## src/rtl/execute_calc_mc.sv

```systemverilog
// rtl/execute_calc_mc.sv - multi-cycle execute stage with radix-2 divider and registered result bundle
module execute_calc_mc #(
    parameter int XLEN   = 32,
    parameter int MASK_W = XLEN / 8
) (
    input  logic              clk,
    input  logic              reset,
    input  logic              flush,
    input  logic              in_valid,
    output logic              in_ready,
    input  logic [3:0]        in_alu_op,
    input  logic [3:0]        in_br_op,
    input  logic [1:0]        in_mem_op,
    input  logic [2:0]        in_funct3,
    input  logic              in_use_rs2,
    input  logic [XLEN-1:0]   in_rs1_val,
    input  logic [XLEN-1:0]   in_rs2_val,
    input  logic [XLEN-1:0]   in_imm,
    input  logic [XLEN-1:0]   in_pc,
    output logic              out_valid,
    input  logic              out_ready,
    output logic [XLEN-1:0]   out_alu_result,
    output logic              out_cmp_eq,
    output logic              branch_taken_out,
    output logic [XLEN-1:0]   branch_target_out,
    output logic              mem_write_out,
    output logic              mem_read_out,
    output logic [XLEN-1:0]   mem_addr_out,
    output logic [XLEN-1:0]   mem_data_out,
    output logic [MASK_W-1:0] mem_mask_out,
    output logic              busy_out
);
    localparam logic [3:0] ALU_NONE = 4'd0,  ALU_ADD  = 4'd1,  ALU_SUB  = 4'd2,  ALU_AND  = 4'd3;
    localparam logic [3:0] ALU_OR   = 4'd4,  ALU_XOR  = 4'd5,  ALU_SLL  = 4'd6,  ALU_SRL  = 4'd7;
    localparam logic [3:0] ALU_SRA  = 4'd8,  ALU_SLT  = 4'd9,  ALU_SLTU = 4'd10, ALU_MUL  = 4'd11;
    localparam logic [3:0] ALU_MULH = 4'd12, ALU_DIV  = 4'd13, ALU_REM  = 4'd14, ALU_PASS = 4'd15;

    localparam logic [3:0] BR_NONE = 4'd0, BR_BEQ  = 4'd1, BR_BNE  = 4'd2,  BR_BLT  = 4'd3;
    localparam logic [3:0] BR_BGE  = 4'd4, BR_BLTU = 4'd5, BR_BGEU = 4'd6,  BR_BEQZ = 4'd7;
    localparam logic [3:0] BR_BNEZ = 4'd8, BR_JAL  = 4'd9, BR_JALR = 4'd10, BR_JR   = 4'd11;

    localparam logic [1:0] MEM_NONE = 2'd0, MEM_LOAD = 2'd1, MEM_STORE = 2'd2;

    localparam int SH_W  = $clog2(XLEN);
    localparam int CNT_W = $clog2(XLEN + 1);
    localparam logic [CNT_W-1:0] CNT_LAST = CNT_W'(XLEN);

    typedef enum logic [1:0] {
        S_IDLE = 2'd0,
        S_DIV  = 2'd1,
        S_HOLD = 2'd2
    } state_t;

    state_t            r_state;
    logic [CNT_W-1:0]  r_cnt;
    logic [XLEN-1:0]   r_a, r_b, r_rs2, r_imm, r_pc, r_quo, r_rem;
    logic [3:0]        r_alu_op, r_br_op;
    logic [1:0]        r_mem_op;
    logic [2:0]        r_funct3;

    logic              r_valid, r_eq, r_taken, r_mem_wr, r_mem_rd;
    logic [XLEN-1:0]   r_result, r_target, r_addr, r_data;
    logic [MASK_W-1:0] r_mask;

    logic              w_in_div, w_out_free, w_accept, w_is_div, w_div_done, w_load;
    logic [XLEN-1:0]   w_b_in, w_alu, w_a, w_b, w_imm, w_pc, w_rs2, w_result, w_target, w_sum_jr;
    logic [2*XLEN-1:0] w_prod;
    logic [SH_W-1:0]   w_shamt;
    logic [3:0]        w_br_op;
    logic [1:0]        w_mem_op;
    logic [2:0]        w_funct3;
    logic              w_eq, w_taken, w_mem_wr, w_mem_rd, w_q_bit;
    logic [MASK_W-1:0] w_mask;
    logic [XLEN:0]     w_rem_sh;
    logic [XLEN-1:0]   w_rem_sub;

    assign w_in_div   = (r_state == S_DIV);
    assign w_out_free = !r_valid || out_ready;
    assign in_ready   = (r_state == S_IDLE) && w_out_free && reset;
    assign w_accept   = in_valid && in_ready && !flush;
    assign w_is_div   = (in_alu_op == ALU_DIV) || (in_alu_op == ALU_REM);
    assign w_div_done = w_in_div && (r_cnt == CNT_LAST);
    assign w_load     = (w_accept && !w_is_div) || (w_div_done && w_out_free);

    // Address generation for loads/stores always takes the immediate.
    always_comb begin
        w_b_in = in_imm;
        if (in_alu_op == ALU_ADD && in_mem_op != MEM_NONE)
            w_b_in = in_imm;
        else if (in_use_rs2 || in_br_op == BR_BEQZ || in_br_op == BR_BNEZ)
            w_b_in = in_rs2_val;
    end

    assign w_shamt = w_b_in[SH_W-1:0];
    assign w_prod  = {{XLEN{1'b0}}, in_rs1_val} * {{XLEN{1'b0}}, w_b_in};

    always_comb begin
        w_alu = '0;
        case (in_alu_op)
            ALU_ADD:  w_alu = in_rs1_val + w_b_in;
            ALU_SUB:  w_alu = in_rs1_val - w_b_in;
            ALU_AND:  w_alu = in_rs1_val & w_b_in;
            ALU_OR:   w_alu = in_rs1_val | w_b_in;
            ALU_XOR:  w_alu = in_rs1_val ^ w_b_in;
            ALU_SLL:  w_alu = in_rs1_val << w_shamt;
            ALU_SRL:  w_alu = in_rs1_val >> w_shamt;
            ALU_SRA:  w_alu = $unsigned($signed(in_rs1_val) >>> w_shamt);
            ALU_SLT:  w_alu = {{(XLEN-1){1'b0}}, ($signed(in_rs1_val) < $signed(w_b_in))};
            ALU_SLTU: w_alu = {{(XLEN-1){1'b0}}, (in_rs1_val < w_b_in)};
            ALU_MUL:  w_alu = w_prod[XLEN-1:0];
            ALU_MULH: w_alu = w_prod[2*XLEN-1:XLEN];
            ALU_PASS: w_alu = w_b_in;
            ALU_NONE: w_alu = '0;
            default:  w_alu = '0;
        endcase
    end

    // While dividing, the bundle is built from the operands captured at accept.
    assign w_a      = w_in_div ? r_a      : in_rs1_val;
    assign w_b      = w_in_div ? r_b      : w_b_in;
    assign w_imm    = w_in_div ? r_imm    : in_imm;
    assign w_pc     = w_in_div ? r_pc     : in_pc;
    assign w_rs2    = w_in_div ? r_rs2    : in_rs2_val;
    assign w_br_op  = w_in_div ? r_br_op  : in_br_op;
    assign w_mem_op = w_in_div ? r_mem_op : in_mem_op;
    assign w_funct3 = w_in_div ? r_funct3 : in_funct3;
    assign w_result = w_in_div ? ((r_alu_op == ALU_REM) ? r_rem : r_quo) : w_alu;
    assign w_eq     = (w_a == w_b);
    assign w_sum_jr = w_a + w_imm;

    always_comb begin
        w_taken  = 1'b0;
        w_target = w_pc + w_imm;
        case (w_br_op)
            BR_BEQ, BR_BEQZ:  w_taken = w_eq;
            BR_BNE, BR_BNEZ:  w_taken = !w_eq;
            BR_BLT, BR_BLTU:  w_taken = w_result[0];
            BR_BGE, BR_BGEU:  w_taken = !w_result[0];
            BR_JAL:           w_taken = 1'b1;
            BR_JALR, BR_JR: begin
                w_taken  = 1'b1;
                w_target = w_sum_jr & {{(XLEN-1){1'b1}}, 1'b0};
            end
            BR_NONE:          w_target = '0;
            default:          w_taken = 1'b0;
        endcase
    end

    always_comb begin
        w_mem_wr = 1'b0;
        w_mem_rd = 1'b0;
        w_mask   = '0;
        if (w_mem_op == MEM_STORE) begin
            case (w_funct3)
                3'd0: begin w_mem_wr = 1'b1; w_mask = MASK_W'(8'h01); end
                3'd1: begin w_mem_wr = 1'b1; w_mask = MASK_W'(8'h03); end
                3'd2: begin w_mem_wr = 1'b1; w_mask = MASK_W'(8'h0F); end
                3'd3: if (XLEN == 64) begin w_mem_wr = 1'b1; w_mask = MASK_W'(8'hFF); end
                default: w_mem_wr = 1'b0;
            endcase
        end else if (w_mem_op == MEM_LOAD) begin
            case (w_funct3)
                3'd0, 3'd1, 3'd2, 3'd4, 3'd5: w_mem_rd = 1'b1;
                3'd3, 3'd6:                   w_mem_rd = (XLEN == 64);
                default:                      w_mem_rd = 1'b0;
            endcase
        end
    end

    // Restoring divide: one quotient bit per cycle; a zero divisor naturally yields all-ones / a.
    assign w_rem_sh  = {r_rem, r_quo[XLEN-1]};
    assign w_q_bit   = (w_rem_sh >= {1'b0, r_b});
    assign w_rem_sub = w_rem_sh[XLEN-1:0] - r_b;

    always_ff @(posedge clk) begin
        if (!reset) begin
            r_state  <= S_IDLE;
            r_cnt    <= '0;
            r_a      <= '0;
            r_b      <= '0;
            r_rs2    <= '0;
            r_imm    <= '0;
            r_pc     <= '0;
            r_quo    <= '0;
            r_rem    <= '0;
            r_alu_op <= ALU_NONE;
            r_br_op  <= BR_NONE;
            r_mem_op <= MEM_NONE;
            r_funct3 <= '0;
            r_valid  <= 1'b0;
            r_eq     <= 1'b0;
            r_taken  <= 1'b0;
            r_mem_wr <= 1'b0;
            r_mem_rd <= 1'b0;
            r_result <= '0;
            r_target <= '0;
            r_addr   <= '0;
            r_data   <= '0;
            r_mask   <= '0;
        end else if (flush) begin
            r_state <= S_IDLE;
            r_cnt   <= '0;
            r_valid <= 1'b0;
        end else begin
            if (w_load) begin
                r_valid  <= 1'b1;
                r_result <= w_result;
                r_eq     <= w_eq;
                r_taken  <= w_taken;
                r_target <= w_target;
                r_mem_wr <= w_mem_wr;
                r_mem_rd <= w_mem_rd;
                r_addr   <= w_result;
                r_data   <= w_rs2;
                r_mask   <= w_mask;
            end else if (r_valid && out_ready) begin
                r_valid <= 1'b0;
            end

            case (r_state)
                S_IDLE: begin
                    if (w_accept && w_is_div) begin
                        r_state  <= S_DIV;
                        r_cnt    <= '0;
                        r_a      <= in_rs1_val;
                        r_b      <= w_b_in;
                        r_rs2    <= in_rs2_val;
                        r_imm    <= in_imm;
                        r_pc     <= in_pc;
                        r_quo    <= in_rs1_val;
                        r_rem    <= '0;
                        r_alu_op <= in_alu_op;
                        r_br_op  <= in_br_op;
                        r_mem_op <= in_mem_op;
                        r_funct3 <= in_funct3;
                    end
                end
                S_DIV: begin
                    if (!w_div_done) begin
                        r_rem <= w_q_bit ? w_rem_sub : w_rem_sh[XLEN-1:0];
                        r_quo <= {r_quo[XLEN-2:0], w_q_bit};
                        r_cnt <= r_cnt + 1'b1;
                    end else if (w_out_free) begin
                        r_state <= S_IDLE;
                    end
                end
                default: r_state <= S_IDLE;
            endcase
        end
    end

    assign out_valid         = r_valid;
    assign out_alu_result    = r_result;
    assign out_cmp_eq        = r_eq;
    assign branch_taken_out  = r_taken;
    assign branch_target_out = r_target;
    assign mem_write_out     = r_valid && r_mem_wr;
    assign mem_read_out      = r_valid && r_mem_rd;
    assign mem_addr_out      = r_addr;
    assign mem_data_out      = r_data;
    assign mem_mask_out      = r_mask;
    assign busy_out          = w_in_div;
endmodule

```

## config.mk

```make
export PLATFORM = sky130hd
export DESIGN_NAME = execute_calc_mc
export DESIGN_NICKNAME = d
export VERILOG_FILES = /design/src/rtl/execute_calc_mc.sv
export SDC_FILE = /design/constraint.sdc
export NUM_CORES = 2
export LEC_CHECK = 0
export ABC_AREA = 1
export CAP_MARGIN = 20
export CORE_MARGIN = 1
export CORE_UTILIZATION = 50
export CTS_BUF_LIST = sky130_fd_sc_hd__clkbuf_8 sky130_fd_sc_hd__clkbuf_16
export DETAILED_ROUTE_END_ITERATION = 7
export HOLD_SLACK_MARGIN = 0.1
export PLACE_DENSITY = 0.68
export SLEW_MARGIN = 20
export SYNTH_ARGS = -nofsm -noshare
export SYNTH_HDL_FRONTEND = slang
export SYNTH_SLANG_ARGS = --single-unit
```

## constraint.sdc

```tcl
create_clock -name clk -period 12.1 [get_ports clk]
set_clock_uncertainty 0.05 [all_clocks]
set_input_delay 1.21 -clock clk [delete_from_list [all_inputs] [get_ports clk]]
set_output_delay 1.21 -clock clk [all_outputs]
set_load 0.1 [all_outputs]
```

==> results.sh <==
export IMPL_final_nets=10900
export IMPL_antenna_found_initial=28
export IMPL_start_util=0.506
export IMPL_grt_pass1_vias=67500
export IMPL_cts_buffers=41
export IMPL_fmax_mhz=88.9
export IMPL_via_count=68800
export IMPL_core_area_sq_mm=0.126
export IMPL_cts_hold_fix_buffers=0
export IMPL_yosysSeqAreaShare=0.109
export IMPL_status="finished, final reports clean"
export IMPL_ys_seq_elements=348
export IMPL_die_h_um=360
export IMPL_area_growth_pct=9.69
export IMPL_cp_required_ns=12.52
export IMPL_drtPass1Iterations=7
export IMPL_cp_arrival_ns=11.66
export IMPL_initialDrtViolationCount=9237
export IMPL_syn_nets=10800
export IMPL_grt_max_degree=107
export IMPL_finalSetupViolCount=0
export IMPL_synth_top_area_share=0.282
export IMPL_clk_pin_slew_ns=0.06
export IMPL_rsz0062_at_grt="no"
export IMPL_synth_compound_gate_area_share=0.148
export IMPL_drcViolationCount=0
export IMPL_synthArstFlopShare=0
export IMPL_overflow=0
export IMPL_vias_per_cell=6.23
export IMPL_yosys_mux_area_fraction=0.00188
export IMPL_grt_util_all_layers=0.502
export IMPL_dpl_hpwl_mm=263
export IMPL_max_stage_delay_ns=0.61
export IMPL_wl_mm=329
export IMPL_cp_start_kind="input pin"
export IMPL_gp_congestion=1.12
export IMPL_endpoint_kind="flop"
export IMPL_min_path_type="reg -> reg"
export IMPL_io_pins=286
export IMPL_tns_ns=0
export IMPL_layout_common_cells="2091 x nand2_1, 1517 x inv_1, 1060 x nor2_1, 901 x fa_1, 616 x o21ai_0"
export IMPL_syn_avg_cell_area_sq_um=6.90
export IMPL_synth_area_leaders="fa_1 28%, nand2_1 12%, dfxtp_1 11%"
export IMPL_ys_types=66
export IMPL_crit_fanout=53
export IMPL_path_buf_inv=10
export IMPL_ys_flop_type="dfxtp_1"
export IMPL_final_common_cell="nand2_1"
export IMPL_synth_xor_area_frac=0.00795
export IMPL_path_class="in -> reg"
export IMPL_syn_area_sq_mm=0.0639
export IMPL_cts_tree="done"
export IMPL_port_buffers=285
export IMPL_fin_crit_sh=0.930
export IMPL_hold_viol_final=0
export IMPL_synth_fa_ha_area_frac=0.372
export IMPL_worst_slew_pin_slew_ns=1.31
export IMPL_grt_pass1_wl_mm=468
export IMPL_maxCapViolCount=0
export IMPL_ant_nets=0
export IMPL_drv_slew=0
export IMPL_clock_path_buffers=3
export IMPL_num_rows=130
export IMPL_ys_warn_count=0
export IMPL_slew_headroom=0.123
export IMPL_root_buffer="clkbuf_16"
export IMPL_synth_top_family_by_area="adder cells"
export IMPL_syn_inst=9264
export IMPL_min_period_ns=11.25
export IMPL_wl_per_cell_um=29.8
export IMPL_crit_slowest_cell="fa_1"
export IMPL_post_cts_resized=0
export IMPL_synth_largest_area_cell="fa_1"
export IMPL_postCtsSetupRepairBufs=0
export IMPL_die_w_um=360
export IMPL_synth_edff_count=0
export IMPL_critical_path_most_common_cell="fa_1"
export IMPL_layout_drive_gt1_share=0.0475
export IMPL_htree_num_levels=2
export IMPL_clkSinkCount=348
export IMPL_die_area_sq_mm=0.129
export IMPL_clkLatencyLatePin_ns=0.59
export IMPL_crit_family="adder cells"
export IMPL_synth_simple_area_share=0.236
[kinds of logic (layout without fill, tap and decap cells)]
kind of cell,after synthesis,in the layout
AOI/OAI and AO/OA,1688,1688
xor gates and xnor gates,58,58
adders and majority gates,1360,1360
buffers and inverters,2054,2163
DFF,348,348
muxes,12,12
other,0,19
and+or+nand+nor,3744,3744
[per-stage QoR]
step	util	cell area, sq um	instances	hold WS [ns]	setup WS (ns)
2_1_floorplan	-	63900	9264	0.379	3.16
3_3_place_gp	0.544	68700	10900	0.389	0.632
3_5_place_dp	0.544	68700	11000	0.403	0.668
4_1_cts	0.555	70100	11000	0.412	1.24
5_1_grt	0.555	70100	11000	0.426	0.658
6_report	0.555	70100	11000	0.414	0.851
[cell type report]
class                   instances  area [sq um]
flip-flops and latches        348          6970
repair buffers                539          4790
well taps                    1650          2060
inverters                    1551          5840
diodes                         19          47.5
clock inverters                24           231
multi-input cells            6862         49000
fillers                     12300         56100
clock buffers                  49          1150
[cells in the mapped netlist, drive strengths merged, types with 21 or more instances]
cell type and number:
or2 43, o21a 38, dfxtp 348, buf 151, a21oi 615, a31oi 103
nor3 45, fa 901, xnor2 25, a21o 27, nand2 2105, nor4 21
nor2 1064, clkbuf 352, nand3 383, o21ai 704, inv 1535, o22ai 26
o211ai 86, nand4 56, xor2 33, ha 459, o21bai 23
[worst reg2reg max path, cell delays in order (launching register included)]
cell      delay [ns]
dfxtp_4         0.86
buf_4           0.66
nand2_1         0.10
o21ai_1         0.15
ha_1            0.21
inv_1           0.06
fa_1            0.40
inv_1           0.09
nand3_1         0.07
nand2_1         0.11
nand3_1         0.11
nand2_1         0.21
nand2_1         0.11
nand2_1         0.09
a21oi_1         0.09
inv_1           0.12
a21o_1          0.28
a21boi_0        0.22
and2_1          0.18
o21ai_0         0.57
o211ai_1        0.35
o211ai_1        0.18
inv_1           0.06
[worst paths after layout]
path                            to  depth (start not counted)    startpoint  slack (ns)
max               mem_addr_out[24]                         38  in_alu_op[0]        0.85
min                     r_br_op[3]                          2    r_br_op[3]        0.41
max reg2reg  branch_target_out[16]                         22    r_state[0]        6.66
min reg2reg             r_br_op[3]                          2    r_br_op[3]        0.41
[routing by layer]
metal	GRT usage	up-vias	share of wire
li1	-	29200	-
met1	0.631	33100	0.37
met2	0.725	5092	0.41
met3	0.155	1358	0.13
met4	0.365	34	0.092
met5	0.00629	-	0.0010
Power is not shown: default switching activity piles up to over one toggle a cycle in this logic, so the estimate is an artifact.
